## src/rtl/tmds_pkg.sv

```systemverilog
// Shared TMDS symbol constants and types for the receive-side channel decoder.
package tmds_pkg;

  localparam int unsigned SYM_W = 10;

  // Control-period tokens, bits 9..0, indexed by {c1,c0}
  localparam logic [SYM_W-1:0] CTRL_TOK_00 = 10'b1101010100;
  localparam logic [SYM_W-1:0] CTRL_TOK_01 = 10'b0010101011;
  localparam logic [SYM_W-1:0] CTRL_TOK_10 = 10'b0101010100;
  localparam logic [SYM_W-1:0] CTRL_TOK_11 = 10'b1010101011;

  // Guard-band symbols
  localparam logic [SYM_W-1:0] GUARD_TOK_A = 10'b1011001100;
  localparam logic [SYM_W-1:0] GUARD_TOK_B = 10'b0100110011;

  // TERC4 code words, index = decoded nibble
  localparam logic [SYM_W-1:0] TERC4_CODES [16] = '{
    10'b1010011100, 10'b1001100011, 10'b1011100100, 10'b1011100010,
    10'b0101110001, 10'b0100011110, 10'b0110001110, 10'b0100111100,
    10'b1011001100, 10'b0100111001, 10'b0110011100, 10'b1011000110,
    10'b1010001110, 10'b1001110001, 10'b0101100011, 10'b1011000011
  };

  typedef enum logic [1:0] {
    SYM_DATA  = 2'd0,
    SYM_CTRL  = 2'd1,
    SYM_TERC4 = 2'd2,
    SYM_GUARD = 2'd3
  } sym_type_t;

  typedef enum logic {
    ST_SEARCH = 1'b0,
    ST_LOCKED = 1'b1
  } align_state_t;

endpackage

```

## src/rtl/tmds_symbol_decode.sv

```systemverilog
// Combinational classification and decode of one aligned 10-bit TMDS symbol.
module tmds_symbol_decode
  import tmds_pkg::*;
(
  input  logic [SYM_W-1:0] word,
  output sym_type_t        sym_type_c,
  output logic [7:0]       data_c,
  output logic [1:0]       ctrl_c,
  output logic [3:0]       terc4_c
);

  logic [7:0] q;
  logic [7:0] dec;
  logic       terc_hit;
  logic [3:0] terc_nib;

  // Priority CTRL > GUARD > TERC4 > DATA; unused fields stay zero
  always_comb begin
    sym_type_c = SYM_DATA;
    data_c     = '0;
    ctrl_c     = '0;
    terc4_c    = '0;
    terc_hit   = 1'b0;
    terc_nib   = '0;
    dec        = '0;

    q = word[9] ? ~word[7:0] : word[7:0];
    dec[0] = q[0];
    for (int i = 1; i < 8; i++) begin
      dec[i] = word[8] ? (q[i] ^ q[i-1]) : ~(q[i] ^ q[i-1]);
    end

    for (int i = 0; i < 16; i++) begin
      if (word == TERC4_CODES[i]) begin
        terc_hit = 1'b1;
        terc_nib = 4'(i);
      end
    end

    if (word == CTRL_TOK_00) begin
      sym_type_c = SYM_CTRL;
      ctrl_c     = 2'b00;
    end else if (word == CTRL_TOK_01) begin
      sym_type_c = SYM_CTRL;
      ctrl_c     = 2'b01;
    end else if (word == CTRL_TOK_10) begin
      sym_type_c = SYM_CTRL;
      ctrl_c     = 2'b10;
    end else if (word == CTRL_TOK_11) begin
      sym_type_c = SYM_CTRL;
      ctrl_c     = 2'b11;
    end else if (word == GUARD_TOK_A || word == GUARD_TOK_B) begin
      sym_type_c = SYM_GUARD;
    end else if (terc_hit) begin
      sym_type_c = SYM_TERC4;
      terc4_c    = terc_nib;
    end else begin
      sym_type_c = SYM_DATA;
      data_c     = dec;
    end
  end

endmodule

```

## src/rtl/tmds_channel_decoder.sv

```systemverilog
// One TMDS channel receiver: bit-slip alignment on control-token runs plus symbol decode.
module tmds_channel_decoder
  import tmds_pkg::*;
#(
  parameter int unsigned LOCK_COUNT    = 8,
  parameter int unsigned SEARCH_WINDOW = 2048,
  parameter int unsigned LOSS_TIMEOUT  = 4096
) (
  input  logic             clk_pixel,
  input  logic             reset_n,
  input  logic             raw_valid,
  input  logic [SYM_W-1:0] raw_word,
  output logic             locked,
  output logic [3:0]       bit_offset,
  output logic             sym_valid,
  output logic [1:0]       sym_type,
  output logic [7:0]       data,
  output logic [1:0]       ctrl,
  output logic [3:0]       terc4,
  output logic [7:0]       slip_count
);

  localparam int unsigned RUN_W  = $clog2(LOCK_COUNT + 1);
  localparam int unsigned WIN_W  = $clog2(SEARCH_WINDOW);
  localparam int unsigned LOSS_W = $clog2(LOSS_TIMEOUT);
  localparam int unsigned WND_W  = 2 * SYM_W;

  logic [SYM_W-1:0]  prev_word;
  logic [SYM_W-1:0]  s1_word;
  logic              s1_valid;
  logic [WND_W-1:0]  window_c;
  logic [SYM_W-1:0]  aligned_c;

  sym_type_t         dec_type_c;
  logic [7:0]        dec_data_c;
  logic [1:0]        dec_ctrl_c;
  logic [3:0]        dec_terc4_c;

  align_state_t      state_q;
  align_state_t      state_nxt;
  logic [RUN_W-1:0]  run_cnt;
  logic [WIN_W-1:0]  win_cnt;
  logic [LOSS_W-1:0] loss_cnt;
  logic              flush_q;

  logic              run_inc_c;
  logic              lock_hit_c;
  logic              slip_hit_c;
  logic              loss_hit_c;

  // Earliest bit sits at bit 0, so older word occupies the low half of the window
  assign window_c  = {raw_word, prev_word};
  assign aligned_c = SYM_W'(window_c >> bit_offset);

  // Stage 1: history word and aligned symbol; idle cycles hold everything
  always_ff @(posedge clk_pixel or negedge reset_n) begin
    if (!reset_n) begin
      prev_word <= '0;
      s1_word   <= '0;
      s1_valid  <= 1'b0;
    end else begin
      s1_valid <= raw_valid;
      if (raw_valid) begin
        prev_word <= raw_word;
        s1_word   <= aligned_c;
      end
    end
  end

  tmds_symbol_decode u_decode (
    .word       (s1_word),
    .sym_type_c (dec_type_c),
    .data_c     (dec_data_c),
    .ctrl_c     (dec_ctrl_c),
    .terc4_c    (dec_terc4_c)
  );

  // Alignment state register
  always_ff @(posedge clk_pixel or negedge reset_n) begin
    if (!reset_n) begin
      state_q <= ST_SEARCH;
    end else begin
      state_q <= state_nxt;
    end
  end

  // Next-state: lock on a full token run, fall back on a long token drought
  always_comb begin
    state_nxt = state_q;
    case (state_q)
      ST_SEARCH: if (lock_hit_c) state_nxt = ST_LOCKED;
      ST_LOCKED: if (loss_hit_c) state_nxt = ST_SEARCH;
    endcase
  end

  // Event strobes; lock outranks a slip landing on the same symbol
  always_comb begin
    run_inc_c  = 1'b0;
    lock_hit_c = 1'b0;
    slip_hit_c = 1'b0;
    loss_hit_c = 1'b0;
    if (s1_valid) begin
      if (state_q == ST_SEARCH) begin
        run_inc_c  = (dec_type_c == SYM_CTRL) && !flush_q;
        lock_hit_c = run_inc_c && (run_cnt == RUN_W'(LOCK_COUNT - 1));
        slip_hit_c = !lock_hit_c && (win_cnt == WIN_W'(SEARCH_WINDOW - 1));
      end else begin
        loss_hit_c = (dec_type_c != SYM_CTRL) &&
                     (loss_cnt == LOSS_W'(LOSS_TIMEOUT - 1));
      end
    end
  end

  // Run/window/loss counters, slip offset and slip statistics
  always_ff @(posedge clk_pixel or negedge reset_n) begin
    if (!reset_n) begin
      run_cnt    <= '0;
      win_cnt    <= '0;
      loss_cnt   <= '0;
      flush_q    <= 1'b0;
      bit_offset <= '0;
      slip_count <= '0;
    end else if (s1_valid) begin
      if (state_q == ST_SEARCH) begin
        if (lock_hit_c) begin
          run_cnt  <= '0;
          win_cnt  <= '0;
          loss_cnt <= '0;
          flush_q  <= 1'b0;
        end else if (slip_hit_c) begin
          run_cnt    <= '0;
          win_cnt    <= '0;
          flush_q    <= 1'b1;
          bit_offset <= (bit_offset == 4'd9) ? 4'd0 : bit_offset + 4'd1;
          if (slip_count != 8'hFF) slip_count <= slip_count + 8'd1;
        end else begin
          win_cnt <= win_cnt + WIN_W'(1);
          flush_q <= 1'b0;
          // The symbol right after a slip was aligned with the old offset
          if (!flush_q) run_cnt <= run_inc_c ? run_cnt + RUN_W'(1) : '0;
        end
      end else begin
        if (loss_hit_c) begin
          run_cnt  <= '0;
          win_cnt  <= '0;
          loss_cnt <= '0;
          flush_q  <= 1'b0;
        end else if (dec_type_c == SYM_CTRL) begin
          loss_cnt <= '0;
        end else begin
          loss_cnt <= loss_cnt + LOSS_W'(1);
        end
      end
    end
  end

  // Stage 2: registered decode; valid only qualified while locked
  always_ff @(posedge clk_pixel or negedge reset_n) begin
    if (!reset_n) begin
      sym_type  <= '0;
      data      <= '0;
      ctrl      <= '0;
      terc4     <= '0;
      sym_valid <= 1'b0;
      locked    <= 1'b0;
    end else begin
      sym_type  <= dec_type_c;
      data      <= dec_data_c;
      ctrl      <= dec_ctrl_c;
      terc4     <= dec_terc4_c;
      locked    <= (state_nxt == ST_LOCKED);
      sym_valid <= s1_valid && (state_nxt == ST_LOCKED);
    end
  end

endmodule

```

## config.mk

```make
export PLATFORM = sky130hd
export DESIGN_NAME = tmds_channel_decoder
export DESIGN_NICKNAME = d
export VERILOG_FILES = /design/src/rtl/tmds_pkg.sv /design/src/rtl/tmds_symbol_decode.sv /design/src/rtl/tmds_channel_decoder.sv
export SDC_FILE = /design/constraint.sdc
export NUM_CORES = 1
export LEC_CHECK = 0
export CAP_MARGIN = 20
export CORE_UTILIZATION = 35
export DETAILED_ROUTE_END_ITERATION = 8
export DONT_BUFFER_PORTS = 1
export GPL_ROUTABILITY_DRIVEN = 1
export SLEW_MARGIN = 20
export SYNTH_ARGS = -nofsm -noshare
export SYNTH_HDL_FRONTEND = slang
export SYNTH_HIERARCHICAL = 1
export SYNTH_SLANG_ARGS = --single-unit
```

## constraint.sdc

```tcl
create_clock -name clk_pixel -period 7.9 [get_ports clk_pixel]
set_input_delay 1.185 -clock clk_pixel [delete_from_list [all_inputs] [get_ports clk_pixel]]
set_output_delay 1.185 -clock clk_pixel [all_outputs]
set_load 0.1 [all_outputs]
```

Word-level counts from Yosys, hierarchy flattened

Index checks and enable logic that the tools add are counted.

Shifts and indexed selects: 1
$add $sub $neg: 5
Eq/ne operators: 30
Reduce and logical (&&, ||, !) cells: 14
Multiplexer cells: 91
Bitwise operators: 17

Operators with widths:

| operator                                                          | number |
|---|---|
| 10-bit == test (second input constant)                            | 11 |
| 10-bit by 9-bit == test with 1-bit output (second input constant) | 9 |
| 4-bit two-way mux                                                 | 21 |
| 8-bit two-way mux                                                 | 7 |
| 12-bit two-way mux                                                | 4 |
| 11-bit two-way mux                                                | 4 |
| 1-bit two-way mux                                                 | 38 |
| 2-bit two-way mux                                                 | 12 |
| 20-bit by 4-bit >> shifter with 10-bit output                     | 1 |
| 12-bit by 1-bit adder with 12-bit output (second input constant)  | 1 |
| 12-bit == test (second input constant)                            | 1 |
| 3-bit two-way mux                                                 | 4 |
| 11-bit by 1-bit adder with 11-bit output (second input constant)  | 1 |
| 11-bit == test (second input constant)                            | 1 |
| 10-bit by 8-bit == test with 1-bit output (second input constant) | 1 |
| 1-bit NOT                                                         | 9 |
| 4-bit by 1-bit adder with 4-bit output (second input constant)    | 2 |
| 8-bit by 1-bit adder with 8-bit output (second input constant)    | 1 |
| 8-bit != test (second input constant)                             | 1 |
| 8-bit NOT                                                         | 1 |
| 1-bit bitwise XOR                                                 | 7 |
| 1-bit logical AND                                                 | 5 |
| 5-bit AND reduction                                               | 1 |
| 4-bit by 3-bit == test with 1-bit output (second input constant)  | 1 |
| 11 further kinds                                                  | 14 |

Flip-flop bits (word level): 79
Logic and storage cells: 173

Longest topological paths before layout

Gate-level depths: netlist of run 1.

Depth after elaboration: 33
Depth in mapped cells: 13

Modules after synthesis

Netlist of run 1, hierarchy kept.

By module, submodules not included:

| module               | times used | seq. area each (sq um) | cells an instance | area each (sq um) |
|---|---|---|---|---|
| tmds_channel_decoder | 1          | 1976.9                 | 385               | 4149.0 |
| tmds_symbol_decode   | 1          | 0.0                    | 111               | 870.8 |

Worst setup path after synthesis of run 1

Ideal clock, no wire load.

Kind: register -> register
Start: reg s1_word[2]
End: reg win_cnt[8]
Library setup time: 125 ps
Clock period less this slack: 3103 ps
Stages on the path, launching flop included: 13
Arrival: 2978 ps
Setup slack: 4797 ps
Data required time: 7775 ps
Path through: dfrtp_1 inv_1 ha_1 and3b_1 and4_4 nor4_4 nand4_4 o21a_1 nor2b_1 a21oi_1 a21oi_2 o21ai_0 mux2_2

Word-level cells in the longest chain between the ends: 33
Elaborated cells between the ends (all ways): 62
Classes of those cells: eq/ne: 24; mux: 31; reduce/logical: 7

Ends and longest elaborated chain:

| element                         | RTL line                    | RTL |
|---|---|---|
| start, declared                 | tmds_channel_decoder.sv:29  | `logic [SYM_W-1:0] s1_word;` |
| start signal, assigned          | tmds_channel_decoder.sv:65  | `s1_word <= aligned_c;` |
| 10-bit == test                  | tmds_symbol_decode.sv:34    | `if (word == TERC4_CODES[i]) begin` |
| 1-bit two-way mux (16 in a row) | tmds_symbol_decode.sv:34    |  |
| 2-bit two-way mux               | tmds_symbol_decode.sv:54    | `end else if (terc_hit) begin` |
| 2-bit two-way mux               | tmds_symbol_decode.sv:52    | `end else if (word == GUARD_TOK_A \|\| word == GUARD_TOK_B) begin` |
| 2-bit two-way mux               | tmds_symbol_decode.sv:49    | `end else if (word == CTRL_TOK_11) begin` |
| 2-bit two-way mux               | tmds_symbol_decode.sv:46    | `end else if (word == CTRL_TOK_10) begin` |
| 2-bit two-way mux               | tmds_symbol_decode.sv:43    | `end else if (word == CTRL_TOK_01) begin` |
| 2-bit two-way mux *             | tmds_symbol_decode.sv:40    | `if (word == CTRL_TOK_00) begin` |
| net dec_type_c[1]               | tmds_channel_decoder.sv:34  | `sym_type_t dec_type_c;` |
| [2 not listed]                  | --                          |  |
| 1-bit logical AND               | tmds_channel_decoder.sv:105 | `lock_hit_c = run_inc_c && (run_cnt == RUN_W'(LOCK_COUNT - 1));` |
| 1-bit zero test                 | tmds_channel_decoder.sv:106 | `slip_hit_c = !lock_hit_c && (win_cnt == WIN_W'(SEARCH_WINDOW - 1));` |
| 1-bit logical AND               | tmds_channel_decoder.sv:106 |  |
| 1-bit two-way mux               | tmds_channel_decoder.sv:103 | `if (state_q == ST_SEARCH) begin` |
| 1-bit two-way mux               | tmds_channel_decoder.sv:102 | `if (s1_valid) begin` |
| 11-bit two-way mux              | tmds_channel_decoder.sv:130 | `end else if (slip_hit_c) begin` |
| 11-bit two-way mux              | tmds_channel_decoder.sv:125 | `if (lock_hit_c) begin` |
| 11-bit two-way mux              | tmds_channel_decoder.sv:124 | `if (state_q == ST_SEARCH) begin` |
| end signal, assigned            | tmds_channel_decoder.sv:137 | `win_cnt <= win_cnt + WIN_W'(1);` |
| end, declared                   | tmds_channel_decoder.sv:42  | `logic [WIN_W-1:0] win_cnt;` |

The timed path passes the listed nets; every way through them passes the cells marked *.
A chain may end at the register's enable or synchronous reset.

Worst setup path after layout of run 1

Start: reg s1_word[6]
End: reg win_cnt[8]

Same word-level chain as after synthesis.

==> results of run 1 <==
==> layout by cell type (no fill, tap or decap), drive strengths merged, types with 18 or more instances in the layout <==
| master | netlist | layout |
|---|---|---|
| nor3 | 18 | 18 |
| nand2 | 35 | 35 |
| mux2i | 25 | 25 |
| ha | 20 | 20 |
| a21oi | 21 | 21 |
| nor2 | 38 | 38 |
| o21ai | 19 | 19 |
| mux2 | 20 | 20 |
| nand3 | 18 | 18 |
| dfrtp | 79 | 79 |
==> per-layer routing <==
metal | part of all wire [%] | track usage [%] | vias to the layer above
met3 | 5.4 | 4.87 | 12
met1 | 49 | 21.3 | 1805
met5 | 0 | 0 | -
li1 | - | - | 1819
met4 | 1.5 | 5.79 | 0
met2 | 44 | 23.7 | 84
==> sequential cells by signal, summed over array words and instances (netlist names) <==
name	count
bit_offset	4
ctrl	2
data	8
flush_q	1
locked	1
loss_cnt	12
prev_word	10
run_cnt	4
s1_valid	1
s1_word	10
slip_count	8
sym_type	2
sym_valid	1
terc4	4
win_cnt	11
==> area by class of cell <==
class	instances	area [sq um]	share of cell area, %
multi-input cells	383	2880	53.2
flip-flops and latches	79	1980	36.6
inverters	14	52.6	0.970
repair buffers	1	7.51	0.139
clock inverters	3	18.8	0.346
well taps	180	225	4.16
clock buffers	13	250	4.62
==> final timing paths <==
kind	from	to	slack (ps)	cells after the start
worst max-delay path	s1_word[6]	win_cnt[8]	4310	12
worst min-delay path	prev_word[0]	prev_word[0]	510	1
worst max register to register	s1_word[6]	win_cnt[8]	4310	12
worst min register to register	prev_word[0]	prev_word[0]	510	1
max in group asynchronous	reset_n	bit_offset[3]	7230	0
min in group asynchronous	reset_n	bit_offset[1]	530	0
==> cell usage after synthesis, drive strengths merged (11+ instances only) <==
library cell,number,share of area [%]
nand2b,11,1.4
inv,14,1.0
dfrtp,79,39
nand4,12,1.9
o21ai,19,2.0
mux2i,25,5.0
ha,20,5.0
nand2,35,2.6
buf,14,1.7
mux2,20,4.6
xnor2,14,2.4
a21oi,21,2.2
nand3,18,1.8
nor3,18,2.6
nor2,38,2.9
==> kinds of logic (layout without fill, tap and decap cells) <==
group                    after synthesis  count (layout)
AND/OR/NAND/NOR                      198             198
AO/OA/AOI/OAI                         92              92
flip-flops                            79              79
multiplexers                          52              52
buffers and inverters                 34              31
XOR/XNOR                              21              21
adder cells (fa/ha/maj)               20              20
==> stage by stage <==
stage | area (sq um) | hold WS, ps | utilization (%)
after floorplan | 5020 | 476 | -
after CTS | 5420 | 508 | 38.9
after global placement | 5150 | 492 | 36.9
after global routing | 5420 | 513 | 38.9
after detailed placement | 5150 | 494 | 36.9
final | 5420 | 511 | 38.9
==> report_power, final <==
part           switching (mW)  total [mW]  internal, mW  leakage (nW)
clock network           0.162       0.383         0.221         0.134
logic                  0.0694       0.134        0.0647          1.12
registers               0.155       0.595         0.440          1.02
total                   0.386        1.11         0.726          2.27
==> worst max-delay path, stage by stage, from the launching register on <==
cell	delay (ps)
dfrtp_1	460
inv_1	90
ha_1	250
nand4_1	190
o22ai_1	140
nor3_1	430
nand4_4	280
o21a_1	270
nor2b_1	360
a21oi_1	140
a21oi_2	410
o21ai_0	150
mux2_2	310
==> results by group, run 1 <==
Floorplanning
  – # IOs: 43
  – Core Area: 0.0139 sq mm
  – Die X: 122 um
  – DIE AREA: 0.0148 sq mm
  – Die Y: 122 um
  – # rows: 43
  – Initial Util: 36.0%

Timing
  – Final setup skew: 7.66 ps
  – PnR worst setup slack: 4310 ps
  – RSZ-0062 raised after global routing: false
  – # setup viols final: 0
  – Worst slew margin: 23.8%
  – Slew Viols, Final: 0
  – Slew @ Worst Pin: 1140 ps
  – Tmin final: 3590 ps
  – Fmax: 279 MHz
  – Hold Violations, Final: 0
  – Fin crit share: 45.4%
  – Setup TNS: 0 ps

GRT
  – Vias in the first global route: 3655
  – Initial antenna violation count: 0
  – First-pass GRT wire length: 18300 um
  – Pin count of the biggest net entering global routing: 80
  – GRT Overall Usage: 15.8%
  – Total grt overflow: 0

Yosys
  – Area share of and/or/nand/nor cells after synthesis: 23.5%
  – Synth Area in Compound Gates: 12.4%
  – Syn. warnings: 6
  – Mapped Area: 0.00502 sq mm
  – Xor/xnor share of the synthesized area: 3.66%
  – Mux share of post-synthesis cell area: 12.8%
  – Synth Instances: 496
  – EDFF count, synth: 0
  – Syn avg cell area: 10.1 sq um
  – Post-Synth Adder-Cell Area: 4.99%
  – Ys flop type: dfrtp_1
  – Seq cells post-synth: 79
  – Synth Net Count: 529
  – Async SR Flop Fraction: 100%
  – Largest family of logic cells by synthesized area: simple AND/OR/NAND/NOR gates
  – Post-synthesis sequential area ratio: 39.4%
  – Post-synthesis cell type count: 71

Detailed routing
  – Vias/cell: 5.53
  – # DRC: 0
  – 1st-iter DRT viols: 293
  – TritonRoute pass-1 iters: 4
  – Routed vias: 3720
  – ANT nets after route: 0
  – Wire length per cell: 16.1 um
  – Drt total wl: 10900 um

Power and ir drop
  – Pwr Total: 1.11 mW
  – Max VDD drop: 0.0970 mV
  – Pleak: 2.27 nW
  – PwrDens: 205 mW/mm^2

Placement
  – Setup WS pre-CTS: 4310 ps
  – Placed cell count: 657
  – Port bufs: 0
  – Hpwl dp: 7730 um
  – Placer Congestion: 0.869

Run
  – Max-cap check violation count: 0

Clock network
  – Total clock sinks: 79
  – Total of cells resized after clock tree synthesis: 0
  – Clk Latency, worst-skew pair: 340 ps
  – Clock tree root buffer cell: clkbuf_16
  – Clk slew on worst S/H paths: 60 ps
  – Htree depth: 3
  – CTS tree: done
  – Postcts setup bufs: 0
  – Total CTS buffers: 9
  – Hold buffers post-CTS: 0
  – CTS max path bufs: 2

Status
  – Status: completed

Hold path
  – HP Class: reg -> reg

Critical path
  – Worst Path Required: 8130 ps
  – Max FO, Critical Path: 10
  – Worst setup SP type: flip-flop
  – Crit path kind: reg -> reg
  – CP arrival: 3810 ps
  – CP Capture Type: flip-flop

Layout
  – Layout Nets: 521
  – Antenna Cells: 0
  – Final cell count without fillers: 673
  – P&R area growth vs syn: 7.93%
  – Share of cells above drive strength 1: 14.2%
  – Fillcell total: 1369
No activity file was read; power rests on OpenSTA's default activity.
==> run 2: changes to the inputs <==
- clock period: 7.9 -> 3 ns (I/O delays scaled with it)
==> results by group, run 2 (synthesized netlist as in run 1, its figures left out) <==
Timing
  – Tmin final: 2840 ps (-747 ps)
  – Fmax: 352 MHz (+26%)
  – Slew Viols, Final: 0 (unchanged)
  – Slew @ Worst Pin: 895 ps (-248 ps)
  – Hold Violations, Final: 4 (+4)
  – RSZ-0062 raised after global routing: true
  – Setup TNS: 0 ps (unchanged)
  – # setup viols final: 0 (unchanged)
  – Fin crit share: 94.6% (+49 points)
  – Worst slew margin: 40.4% (+17 points)
  – WHS: -10.3 ps (-521 ps)
  – Final setup skew: 8.61 ps (+0.946 ps)

Floorplanning
  – DIE AREA: 0.0148 sq mm (unchanged)
  – Core Area: 0.0139 sq mm (unchanged)
  – # rows: 43 (unchanged)
  – Die Y: 122 um (unchanged)
  – Die X: 122 um (unchanged)
  – Initial Util: 36.0% (unchanged)
  – # IOs: 43 (unchanged)

Clock network
  – CTS max path bufs: 2 (unchanged)
  – Total clock sinks: 79 (unchanged)
  – CTS tree: done
  – Clk slew on worst S/H paths: 60 ps (about the same)
  – Clock tree root buffer cell: clkbuf_16
  – Htree depth: 3 (unchanged)
  – Total CTS buffers: 9 (unchanged)
  – Clk Latency, worst-skew pair: 340 ps (about the same)

Critical path
  – Crit path from: s1_word[3]
  – Cell chain of the critical path: inv_1 -> ha_1 -> and3b_1 -> and4_4 -> nor4_4 -> nand4_4 -> o21a_4 -> nor2b_4 -> a31oi_2 -> nor4_2 -> xnor2_1 -> nor2_1
  – Max FO, Critical Path: 7 (-3)
  – CP Capture Type: flip-flop
  – CP arrival: 3060 ps (-750 ps)
  – Worst path max stage delay: 390 ps (-70 ps)
  – Crit path kind: reg -> reg
  – CP max stage cell: dfrtp_1
  – Worst r2r src: s1_word[3]
  – Worst Path Required: 3230 ps (-4900 ps)
  – Worst setup SP type: flip-flop

GRT
  – First-pass GRT wire length: 18800 um (+2.9%)
  – GRT Overall Usage: 16.3% (+0.49 points)
  – Met2 GRT Util: 24.2% (+0.49 points)
  – Total grt overflow: 0 (unchanged)
  – Initial antenna violation count: 0 (unchanged)
  – Met3 usage: 5.01% (+0.14 points)
  – Pin count of the biggest net entering global routing: 80 (unchanged)
  – Vias in the first global route: 3718 (+1.7%)
  – GR Util met1: 22.3% (+0.96 points)
  – Global route hottest layer: met2

Placement
  – Port bufs: 0 (unchanged)
  – Hpwl dp: 8130 um (+5.2%)
  – Placer Congestion: 0.862 (-0.85%)
  – Placed cell area: 0.00542 sq mm (+5.3%)
  – Placed cell count: 691 (+5.2%)

Hold path
  – HP Class: in -> async

Layout
  – P&R area growth vs syn: 15.2%
  – Antenna Cells: 0 (unchanged)
  – Largest regs: loss_cnt x12, win_cnt x11
  – Final cell count without fillers: 709 (+5.3%)
  – Share of cells above drive strength 1: 22.5% (+8.3 points)
  – Layout Nets: 557 (+6.9%)
  – Max reg flops: 12 (unchanged)
  – Biggest register: loss_cnt
  – Most common cell after layout, fill and taps aside: dfrtp_1
  – Fin area: 0.00578 sq mm (+6.8%)
  – Core Util, Final: 41.5% (+2.6 points)
  – Most frequent cells in the layout: 75 x dfrtp_1, 35 x nor2_1, 34 x nand2_1, 34 x buf_4, 25 x mux2i_1

Power and ir drop
  – Pleak: 2.47 nW (+8.7%)
  – Switching power: 1.05 mW (+170%)
  – Max VDD drop: 0.260 mV (+170%)
  – Switching Fraction: 35.0% (+0.31 points)
  – Comb power frac: 14.1% (+2.0 points)
  – Reg power frac: 52.1% (-1.4 points)
  – PwrDens: 517 mW/mm^2 (+150%)
  – Clock network power share: 33.8% (-0.6 points)
  – Internal power: 1.94 mW (+170%)

Status
  – Failing checks: negative hold slack
  – Status: complete, but fails checks

Detailed routing
  – ANT nets after route: 0 (unchanged)
  – # DRC: 0 (unchanged)
  – Drt total wl: 11100 um (+2.6%)
  – 1st-iter DRT viols: 219 (-25%)
  – Wire length per cell: 15.7 um (-2.6%)
  – TritonRoute pass-1 iters: 4 (unchanged)
  – Vias/cell: 5.39 (-2.5%)
  – Routed vias: 3820 (+2.7%)

Run
  – Max-cap check violation count: 0 (unchanged)
## run 2: changes by cell type in the layout (fill, tap and decap cells not counted), sizes merged
cell,before,now
buf,1,37
clkbuf,13,11
clkinvlp,0,2
## run 2: layout make-up
cell class,count,area [sq um]
Clock buffer,11,243
Clock inverter,5,33.8
Fill cell,1331,8150
Inverter,14,52.6
Multi-Input combinational cell,383,2930
Sequential cell,79,1980
Tap cell,180,225
Timing Repair Buffer,37,314
## run 2: path summary, 6_finish.rpt
path / end / slack, ps / cells past startpoint
setup reg to reg: loss_cnt[11] / 160 / 12
min in group clk_pixel: s1_valid / 140 / 0
hold / removal: slip_count[1] / -10 / 1
setup / recovery: loss_cnt[11] / 160 / 12
hold reg to reg: loss_cnt[1] / 510 / 2
max in group asynchronous: s1_word[4] / 2660 / 1
## run 2: metrics by stage
stage / hold slack, ps / total power, mW / setup slack [ps]
after floorplan: 154 / 1.85 / 13.6
after global placement: 158 / 1.96 / 114
after detailed placement: 158 / 1.97 / 42.1
after CTS: 10.5 / 3.02 / 56.2
after global routing: 9.65 / 3.13 / -28.4
final: -10.3 / 2.99 / 162
## run 2: timing repair
item / 4_1_cts / 5_1_grt
buffers inserted: 0 / 1
setup endpoints to repair: 0 / 24
resized for setup: 0 / 13
hold endpoints to repair: 79 / 0
hold buffers: 1 / 0
## run 2: metal layers
metal	part of all wire [%]	vias to the layer above
li1	-	1878
met1	48	1856
met2	45	71
met3	5.6	15
met4	1.6	0
met5	0	-
## run 2: critical path: cells and delay by family, from the launching register on
| family | cells | cell delay [ps] |
|---|---|---|
| adders and majority gates | 1 | 190 |
| DFF | 1 | 390 |
| and+or+nand+nor | 7 | 1470 |
| buffers and inverters | 1 | 80 |
| xor gates and xnor gates | 1 | 160 |
| AOI/OAI and AO/OA | 2 | 430 |
## run 2: power groups by stage
stage          combinational [mW]  clock [mW]  sequential, mW
2_1_floorplan               0.299           0            1.55
3_3_place_gp                0.388           0            1.57
3_5_place_dp                0.393           0            1.58
4_1_cts                     0.421        1.04            1.56
5_1_grt                     0.469        1.09            1.57
6_report                    0.420        1.01            1.56
